[src/rtl/leds_racer_pkg.sv]
// Shared definitions for the LEDs racer player engine: screen codes, FSM states
// and a width helper.
package leds_racer_pkg;

    localparam logic [1:0] SCREEN_LOBBY    = 2'd0;
    localparam logic [1:0] SCREEN_RACE     = 2'd1;
    localparam logic [1:0] SCREEN_FINISHED = 2'd2;

    // State codes double as the screen code, so the screen output is the state register.
    typedef enum logic [1:0] {
        ST_LOBBY    = SCREEN_LOBBY,
        ST_RACE     = SCREEN_RACE,
        ST_FINISHED = SCREEN_FINISHED
    } state_e;

    function automatic int clog2_min1(input int value);
        if (value <= 1) begin
            return 1;
        end else begin
            return $clog2(value);
        end
    endfunction

endpackage

[src/rtl/leds_racer_debounce.sv]
// One button channel: two-flop synchroniser, stability counter, debounced level
// and a one-cycle press event on each accepted 0->1 transition.
module leds_racer_debounce #(
    parameter int  DEBOUNCE_CLK_CNT = 65536,
    localparam int CNT_W            = $clog2(DEBOUNCE_CLK_CNT + 1)
) (
    input  logic clk,
    input  logic reset,
    input  logic btn_in,
    output logic press_pulse
);

    logic             sync1_q;
    logic             sync2_q;
    logic             stable_q;
    logic             stable_d;
    logic             stable_prev_q;
    logic             press_q;
    logic [CNT_W-1:0] cnt_q;
    logic [CNT_W-1:0] cnt_d;

    // Count consecutive cycles of disagreement; accept the new level on the final count.
    always_comb begin
        stable_d = stable_q;
        cnt_d    = '0;
        if (sync2_q != stable_q) begin
            if (cnt_q == CNT_W'(DEBOUNCE_CLK_CNT - 1)) begin
                stable_d = sync2_q;
                cnt_d    = '0;
            end else begin
                cnt_d = cnt_q + CNT_W'(1);
            end
        end else begin
            cnt_d = '0;
        end
    end

    // Synchroniser, debounce state and registered press detection.
    always_ff @(posedge clk or posedge reset) begin
        if (reset) begin
            sync1_q       <= 1'b0;
            sync2_q       <= 1'b0;
            stable_q      <= 1'b0;
            stable_prev_q <= 1'b0;
            cnt_q         <= '0;
            press_q       <= 1'b0;
        end else begin
            sync1_q       <= btn_in;
            sync2_q       <= sync1_q;
            stable_q      <= stable_d;
            stable_prev_q <= stable_q;
            cnt_q         <= cnt_d;
            press_q       <= stable_q & ~stable_prev_q;
        end
    end

    assign press_pulse = press_q;

endmodule

[src/rtl/leds_racer_players.sv]
// N-player race engine: debounced buttons drive a lobby/race/finished FSM that
// tracks per-player positions, the winner and a redraw request.
module leds_racer_players
    import leds_racer_pkg::*;
#(
    parameter int  N_PLAYERS        = 4,
    parameter int  MAX_POS          = 109,
    parameter int  DEBOUNCE_CLK_CNT = 65536,
    localparam int POS_W            = $clog2(MAX_POS + 1),
    localparam int WID_W            = clog2_min1(N_PLAYERS)
) (
    input  logic                         clk,
    input  logic                         reset,
    input  logic [N_PLAYERS-1:0]         btn_in,
    input  logic                         start_req,
    output logic [N_PLAYERS*POS_W-1:0]   positions,
    output logic [N_PLAYERS-1:0]         ready_mask,
    output logic [N_PLAYERS-1:0]         press_pulse,
    output logic [1:0]                   screen,
    output logic                         winner_valid,
    output logic [WID_W-1:0]             winner_id,
    output logic                         update_frame
);

    logic [N_PLAYERS-1:0]            press_s;
    state_e                          state_q;
    state_e                          state_d;
    logic [N_PLAYERS-1:0][POS_W-1:0] pos_q;
    logic [N_PLAYERS-1:0][POS_W-1:0] pos_d;
    logic [N_PLAYERS-1:0]            ready_q;
    logic [N_PLAYERS-1:0]            ready_d;
    logic                            winner_valid_q;
    logic                            winner_valid_d;
    logic [WID_W-1:0]                winner_id_q;
    logic [WID_W-1:0]                winner_id_d;
    logic                            update_q;
    logic                            update_d;
    logic                            finish_s;

    for (genvar g = 0; g < N_PLAYERS; g++) begin : g_btn
        leds_racer_debounce #(
            .DEBOUNCE_CLK_CNT(DEBOUNCE_CLK_CNT)
        ) u_debounce (
            .clk        (clk),
            .reset      (reset),
            .btn_in     (btn_in[g]),
            .press_pulse(press_s[g])
        );
    end

    // Next-state logic for the game FSM, positions, winner and redraw request.
    always_comb begin
        state_d        = state_q;
        pos_d          = pos_q;
        ready_d        = ready_q;
        winner_valid_d = winner_valid_q;
        winner_id_d    = winner_id_q;
        finish_s       = 1'b0;
        case (state_q)
            ST_LOBBY: begin
                ready_d = ready_q ^ press_s;
                // The pre-toggle mask decides whether a race can start.
                if (start_req && (ready_q != '0)) begin
                    state_d = ST_RACE;
                end else begin
                    state_d = ST_LOBBY;
                end
            end
            ST_RACE: begin
                for (int i = 0; i < N_PLAYERS; i++) begin
                    if (press_s[i] && ready_q[i] && (pos_q[i] != POS_W'(MAX_POS))) begin
                        pos_d[i] = pos_q[i] + POS_W'(1);
                    end else begin
                        pos_d[i] = pos_q[i];
                    end
                end
                // Scan downward so the lowest finishing index is the one kept.
                for (int i = N_PLAYERS - 1; i >= 0; i--) begin
                    if (pos_d[i] == POS_W'(MAX_POS)) begin
                        finish_s    = 1'b1;
                        winner_id_d = WID_W'(i);
                    end else begin
                        finish_s    = finish_s;
                    end
                end
                if (finish_s) begin
                    state_d        = ST_FINISHED;
                    winner_valid_d = 1'b1;
                end else begin
                    state_d        = ST_RACE;
                end
            end
            ST_FINISHED: begin
                if (start_req) begin
                    state_d        = ST_LOBBY;
                    pos_d          = '0;
                    ready_d        = '0;
                    winner_valid_d = 1'b0;
                    winner_id_d    = '0;
                end else begin
                    state_d        = ST_FINISHED;
                end
            end
            default: begin
                state_d = ST_LOBBY;
            end
        endcase
        update_d = (pos_d != pos_q) || (ready_d != ready_q) || (state_d != state_q);
    end

    // Game state registers.
    always_ff @(posedge clk or posedge reset) begin
        if (reset) begin
            state_q        <= ST_LOBBY;
            pos_q          <= '0;
            ready_q        <= '0;
            winner_valid_q <= 1'b0;
            winner_id_q    <= '0;
            update_q       <= 1'b0;
        end else begin
            state_q        <= state_d;
            pos_q          <= pos_d;
            ready_q        <= ready_d;
            winner_valid_q <= winner_valid_d;
            winner_id_q    <= winner_id_d;
            update_q       <= update_d;
        end
    end

    assign positions    = pos_q;
    assign ready_mask   = ready_q;
    assign press_pulse  = press_s;
    assign screen       = state_q;
    assign winner_valid = winner_valid_q;
    assign winner_id    = winner_id_q;
    assign update_frame = update_q;

endmodule
[config.mk]
export PLATFORM = sky130hd
export DESIGN_NAME = leds_racer_players
export DESIGN_NICKNAME = d
export VERILOG_FILES = /design/src/rtl/leds_racer_pkg.sv /design/src/rtl/leds_racer_debounce.sv /design/src/rtl/leds_racer_players.sv
export SDC_FILE = /design/constraint.sdc
export NUM_CORES = 1
export LEC_CHECK = 0
export ABC_CLOCK_PERIOD_IN_PS = 12900
export CAP_MARGIN = 5
export CORE_ASPECT_RATIO = 1.2
export CORE_MARGIN = 1.5
export CORE_UTILIZATION = 60
export DETAILED_ROUTE_END_ITERATION = 8
export PLACE_DENSITY = 0.86
export SYNTH_ARGS = -nofsm -noshare
export SYNTH_HDL_FRONTEND = slang
export SYNTH_SLANG_ARGS = --single-unit
export TNS_END_PERCENT = 1
[constraint.sdc]
create_clock -name clk -period 12.9 [get_ports clk]
set_input_delay 3.87 -clock clk [delete_from_list [all_inputs] [get_ports clk]]
set_output_delay 3.87 -clock clk [all_outputs]
set_load 0.005 [all_outputs]
==> flow_summary.ini, run 1 <==
[synthesis]
synth_xor_area_frac = 0.0881
synth_edf_count = 0
synthDistinctLibCells = 68
synth_mux_area_frac = 0.00950
postSynth.asyncResetShare = 1.00
ys.flop_type = dfrtp_1
yosys_warnings = 0
synth-simple-area-share = 0.224
synth_top_cell_by_area = dfrtp_1
synth_compound_area_frac = 0.141
ys_ff_latch = 126
synth_top_family_by_area = simple AND/OR/NAND/NOR gates
syn_avg_cell_area_um2 = 9.30
synthCells = 736
synthTopCellsByCount = dfrtp_1, nor2_1, nand2_1, nand3_1, o21ai_0
synth_top_area_share = 0.461
yosysSeqAreaShare = 0.461
synthAdderAreaFrac = 0.0366
synth_area_leaders = dfrtp_1, nor2_1, xor2_1
synth.most_common_cell = dfrtp_1
synth_nets = 763
synth.cell_area_um2 = 6850

[sta]
setup_viol = 0
setup_tns_ps = 0
relSlewSlack = 0.255
maxSlewViolCount = 0
hold_ws_ps = 345
setup_ws_ps = 7360
worst_clock_skew_ps = 10.0
timing.fmax_mhz = 181
rsz0062_at_grt = no
period_share = 0.429
timing_hold_violations_final = 0
min_period_ps = 5540
worst_pin_slew_ps = 1120

[worst_setup_path]
r2r-start = screen[1]
critPathMaxFanout = 12
startpoint_type = flop
required_ps = 9030
crit_path_end_kind = output pin
crit_type = flop to output pin
rrSetupSlack_ps = 9850
regToRegEndpoint = update_frame
slowest_stage = dfrtp_1
max_stage_delay_ps = 650
crit_family = flip-flops
cp_cell_sequence = clkdlybuf4s50_1
path_buf_inv = 1
crit_arrival_ps = 1670
worstRegToRegCells = 10

[clock_tree]
cts.sinks = 126
clockBufferDepth = 2
clk_latency_ps = 430
clockRootBuffer = clkbuf_16
cts_setup_buffers = 0
path_clk_slew_ps = 60
htree_num_levels = 4
tritoncts = yes
numCtsBuffers = 17
cts_hold_buf = 0
post_cts_resized = 0

[placement]
dpl-instance-area_um2 = 7360
pre_cts_slack_ps = 7010
portBuffers = 48
gp_congestion = 0.953
dp_hpwl_um = 10700

[routing]
drc = 0
wirelength_um = 16400
viasPerCell = 6.07
drt-pass1-iter-count = 6
vias = 5683
post_drt_wl_per_cell_um = 17.5
drtIter0Drc = 351
ant_nets = 0

[die]
io_pins = 49
die_area_um2 = 12100
fp.dieW_um = 101
dieHeight_um = 120
rows = 42
initial_utilization = 0.617
core-area_um2 = 11100

[grt]
track_usage = 0.289
first_global_vias = 5610
grt_pass1_wl_um = 27200
grt_overflow = 0
antenna_found_initial = 0
grt_max_degree = 92

[layout]
final_nets = 796
final_area_um2 = 7950
n_antenna_cell = 0
syn2layout_area_growth_pct = 16.1
drive_above_1_share = 0.0652

[power_and_ir_drop]
clock_power_share = 0.417
power.density_nw_per_um2 = 143
switchingPower_mw = 0.344
p_int_mw = 0.796
p_leak_nw = 3.44
power_frac_comb = 0.195
switching_share = 0.302
max-vdd-ir-drop_v = 0.0000981
p_seq_frac = 0.388

[worst_hold_path]
worstHoldPathCells = 0
hold_class = flop to flop
hp-start = g_btn[2].u_debounce.sync1_q
whs_endpoint = g_btn[2].u_debounce.sync2_q

[job]
cap_violations = 0

[outcome]
outcome = complete, no violations
## area by class of cell
class / instances / area, µm²
timing repair buffer: 50 / 495
inverter: 26 / 100
fill: 787 / 3140
sequential: 126 / 3150
tap: 154 / 193
multi-input combinational: 548 / 3420
clock buffer: 22 / 474
clock inverter: 10 / 111
## metrics by stage
stage          instances  utilization  power, mW
3_3_place_gp         904        0.664      0.658
3_5_place_dp         904        0.664      0.663
5_1_grt              936        0.717       1.18
6_report             936        0.717       1.14
2_1_floorplan        736            -      0.590
4_1_cts              936        0.717       1.14
## state kept, by name, indices dropped and copies added (netlist names)
register                        flops
g_btn.u_debounce.cnt_q             68
positions                          28
g_btn.u_debounce.press_pulse        4
g_btn.u_debounce.stable_prev_q      4
g_btn.u_debounce.stable_q           4
g_btn.u_debounce.sync1_q            4
g_btn.u_debounce.sync2_q            4
ready_mask                          4
screen                              2
winner_id                           2
update_frame                        1
winner_valid                        1
## power by group through the flow
stage | clock network (mW) | registers, mW | logic (mW)
2_1_floorplan | 0 | 0.440 | 0.150
3_3_place_gp | 0 | 0.446 | 0.211
5_1_grt | 0.496 | 0.445 | 0.241
3_5_place_dp | 0 | 0.448 | 0.215
4_1_cts | 0.478 | 0.441 | 0.219
6_report | 0.475 | 0.442 | 0.222
## worst max-delay path by stage
stage                             start                            to  slack (ps)  cells past startpoint
after global routing              reset                 positions[16]        7290                      3
after global placement        start_req                  update_frame        7050                      9
after detailed placement      start_req                  update_frame        7010                      9
after CTS                 positions[12]                 positions[12]        7390                      1
final                     positions[12]                 positions[12]        7360                      1
after floorplan                   reset  g_btn[0].u_debounce.cnt_q[0]        5670                      1
## cell families (layout without fill, tap and decap cells)
group	Yosys count	after routing
and+or+nand+nor	312	312
AOI/OAI and AO/OA	142	142
buffers and inverters	62	108
adders and majority gates	20	20
muxes	6	6
xor gates and xnor gates	68	68
DFF	126	126
## metal layers
metal | track usage | wire, µm
met1 | 0.354 | 6550
met2 | 0.484 | 8320
met3 | 0.0617 | 931
met4 | 0.142 | 611
met5 | 0 | 0
## cell usage in the layout, fill, tap and decap left out, drive strengths merged, types with 4 or more instances in the layout
| master | Yosys | layout |
|---|---|---|
| o31ai | 9 | 9 |
| xnor2 | 34 | 34 |
| nor3 | 6 | 6 |
| nor2 | 103 | 103 |
| o41ai | 4 | 4 |
| and4 | 8 | 8 |
| o21ai | 47 | 47 |
| inv | 26 | 27 |
| nand4 | 17 | 17 |
| a41oi | 5 | 5 |
| a22o | 5 | 5 |
| clkbuf | 17 | 22 |
| nand3 | 48 | 48 |
| clkinv | 0 | 4 |
| o2111ai | 4 | 4 |
| o22ai | 4 | 4 |
| dfrtp | 126 | 126 |
| and3 | 16 | 16 |
| a211oi | 5 | 5 |
| a31oi | 13 | 13 |
| and2 | 7 | 7 |
| nand2b | 7 | 7 |
| xor2 | 34 | 34 |
| nand2 | 72 | 72 |
| a21oi | 24 | 24 |
| mux2 | 4 | 4 |
| nor2b | 9 | 9 |
| nand3b | 4 | 4 |
| ha | 20 | 20 |
| clkdlybuf4s50 | 0 | 48 |
(Power assumes the default switching activity.)
==> inputs of run 2 (changes only) <==
ABC_CLOCK_PERIOD_IN_PS = 4790   (was 12900)
CORE_UTILIZATION = 54   (was 60)
PLACE_DENSITY = 0.82   (was 0.86)
clock period = 4.79 ns   (was 12.9 ns; I/O delays follow)
==> run 2 against run 1 <==
Register-to-register slack got worse by 8100 ps. Clock skew fell by 2.7 ps. Non-clock buffer count rose by 2. Die area rose by 11%. Critical path depth rose by 8. Core utilization fell by 6.1 points. Cell count rose by 0.96%. Cell area rose by 0.87%. Clock-buffer cell count fell by 3. First-iteration DRC count fell by 3.7%. Via count barely moved. Worst setup slack got worse by 5700 ps. Highest routed layer unchanged.
==> flow_summary.ini, run 2 (synthesis results as in run 1) <==
[clock_tree]
post_cts_resized = 0
cts_hold_buf = 0
cts_setup_buffers = 0
cts.sinks = 126
htree_num_levels = 4
numCtsBuffers = 17
clk_latency_ps = 410
path_clk_slew_ps = 60
tritoncts = yes
clockRootBuffer = clkbuf_16
clockBufferDepth = 2

[die]
initial_utilization = 0.560
fp.dieW_um = 106
core-area_um2 = 12200
rows = 44
die_area_um2 = 13400
io_pins = 49
dieHeight_um = 126

[outcome]
outcome = complete, no violations

[sta]
setup_tns_ps = 0
rsz0062_at_grt = no
worst_clock_skew_ps = 7.30
setup_viol = 0
period_share = 0.652
timing_hold_violations_final = 0
maxSlewViolCount = 0
min_period_ps = 3130
worst_pin_slew_ps = 1050
timing.fmax_mhz = 320
relSlewSlack = 0.298

[worst_setup_path]
rrSetupSlack_ps = 1780
crit_type = primary input to flop
startpoint = start_req
crit_path_end_kind = flop
crit_arrival_ps = 3400
required_ps = 5070
startpoint_type = primary input
r2r-start = positions[8]
critPathMaxFanout = 14

[grt]
antenna_found_initial = 0
grt_overflow = 0
grt_max_degree = 46
track_usage = 0.259
first_global_vias = 5749
grt_pass1_wl_um = 27500

[worst_hold_path]
hold_class = flop to flop
hp-start = g_btn[3].u_debounce.sync1_q

[routing]
ant_nets = 0
wirelength_um = 16500
viasPerCell = 6.01
drc = 0
drtIter0Drc = 338
post_drt_wl_per_cell_um = 17.5
vias = 5684
drt-pass1-iter-count = 5

[layout]
n_antenna_cell = 0
fin_util = 0.656
regMostFlops = g_btn.u_debounce.cnt_q
fillerInstances = 986
seq_area_um2 = 3150
final_nets = 798
mostFrequentLayoutCells = dfrtp_1, nor2_1, nand2_1
drive_above_1_share = 0.0702
multi_input_area_um2 = 3420
final_common_cell = dfrtp_1
syn2layout_area_growth_pct = 17.1
largest_register_ffs = 68

[power_and_ir_drop]
power.density_nw_per_um2 = 390
max-vdd-ir-drop_v = 0.000310
p_leak_nw = 3.47

[placement]
dp_hpwl_um = 11300
gp_congestion = 0.930
portBuffers = 48

[job]
cap_violations = 0
==> run 2: area by class of cell <==
type,instances,share of cell area
multi-input combinational,548,0.427
timing repair buffer,52,0.0668
sequential,126,0.393
clock inverter,13,0.0189
tap,161,0.0251
inverter,26,0.0126
clock buffer,19,0.0565
==> run 2: worst paths after layout <==
kind                                            endpoint  depth (start not counted)
min in group asynchronous  g_btn[1].u_debounce.cnt_q[11]                          2
min                          g_btn[3].u_debounce.sync2_q                          0
max in group asynchronous                  positions[25]                          3
max reg2reg                                 update_frame                         10
min reg2reg                  g_btn[3].u_debounce.sync2_q                          0
max                                         update_frame                          9
==> run 2: per-layer routing <==
layer | wire [µm] | track usage | vias up
met5 | 0 | 0 | -
met3 | 834 | 0.0534 | 39
met2 | 8580 | 0.454 | 191
met1 | 6600 | 0.306 | 2792
li1 | - | - | 2662
met4 | 501 | 0.118 | 0
==> run 2: critical path: stages <==
cell and delay [ps]:
clkdlybuf4s50_1 450, nand2b_1 230, and2_1 410, nand2_1 160, o22ai_1 90, a211oi_1 230, nand2_1 80, nor3_1 190
nand4_1 120
==> run 2: stage by stage <==
step,setup slack [ps],hold WS [ps],power (mW),instance area (µm²),instances
floorplan,1800,331,1.59,6850,736
global placement,1360,334,1.79,7410,913
detailed placement,1300,341,1.81,7410,913
CTS,1710,356,3.13,8020,945
global route,1570,357,3.25,8020,945
finish,1660,354,3.12,8020,945
==> run 2: power by group <==
part	internal [mW]	leakage, nW	switching [mW]
clock	0.805	0.296	0.506
combinational	0.237	1.46	0.381
sequential	1.11	1.72	0.0812
total	2.15	3.47	0.968
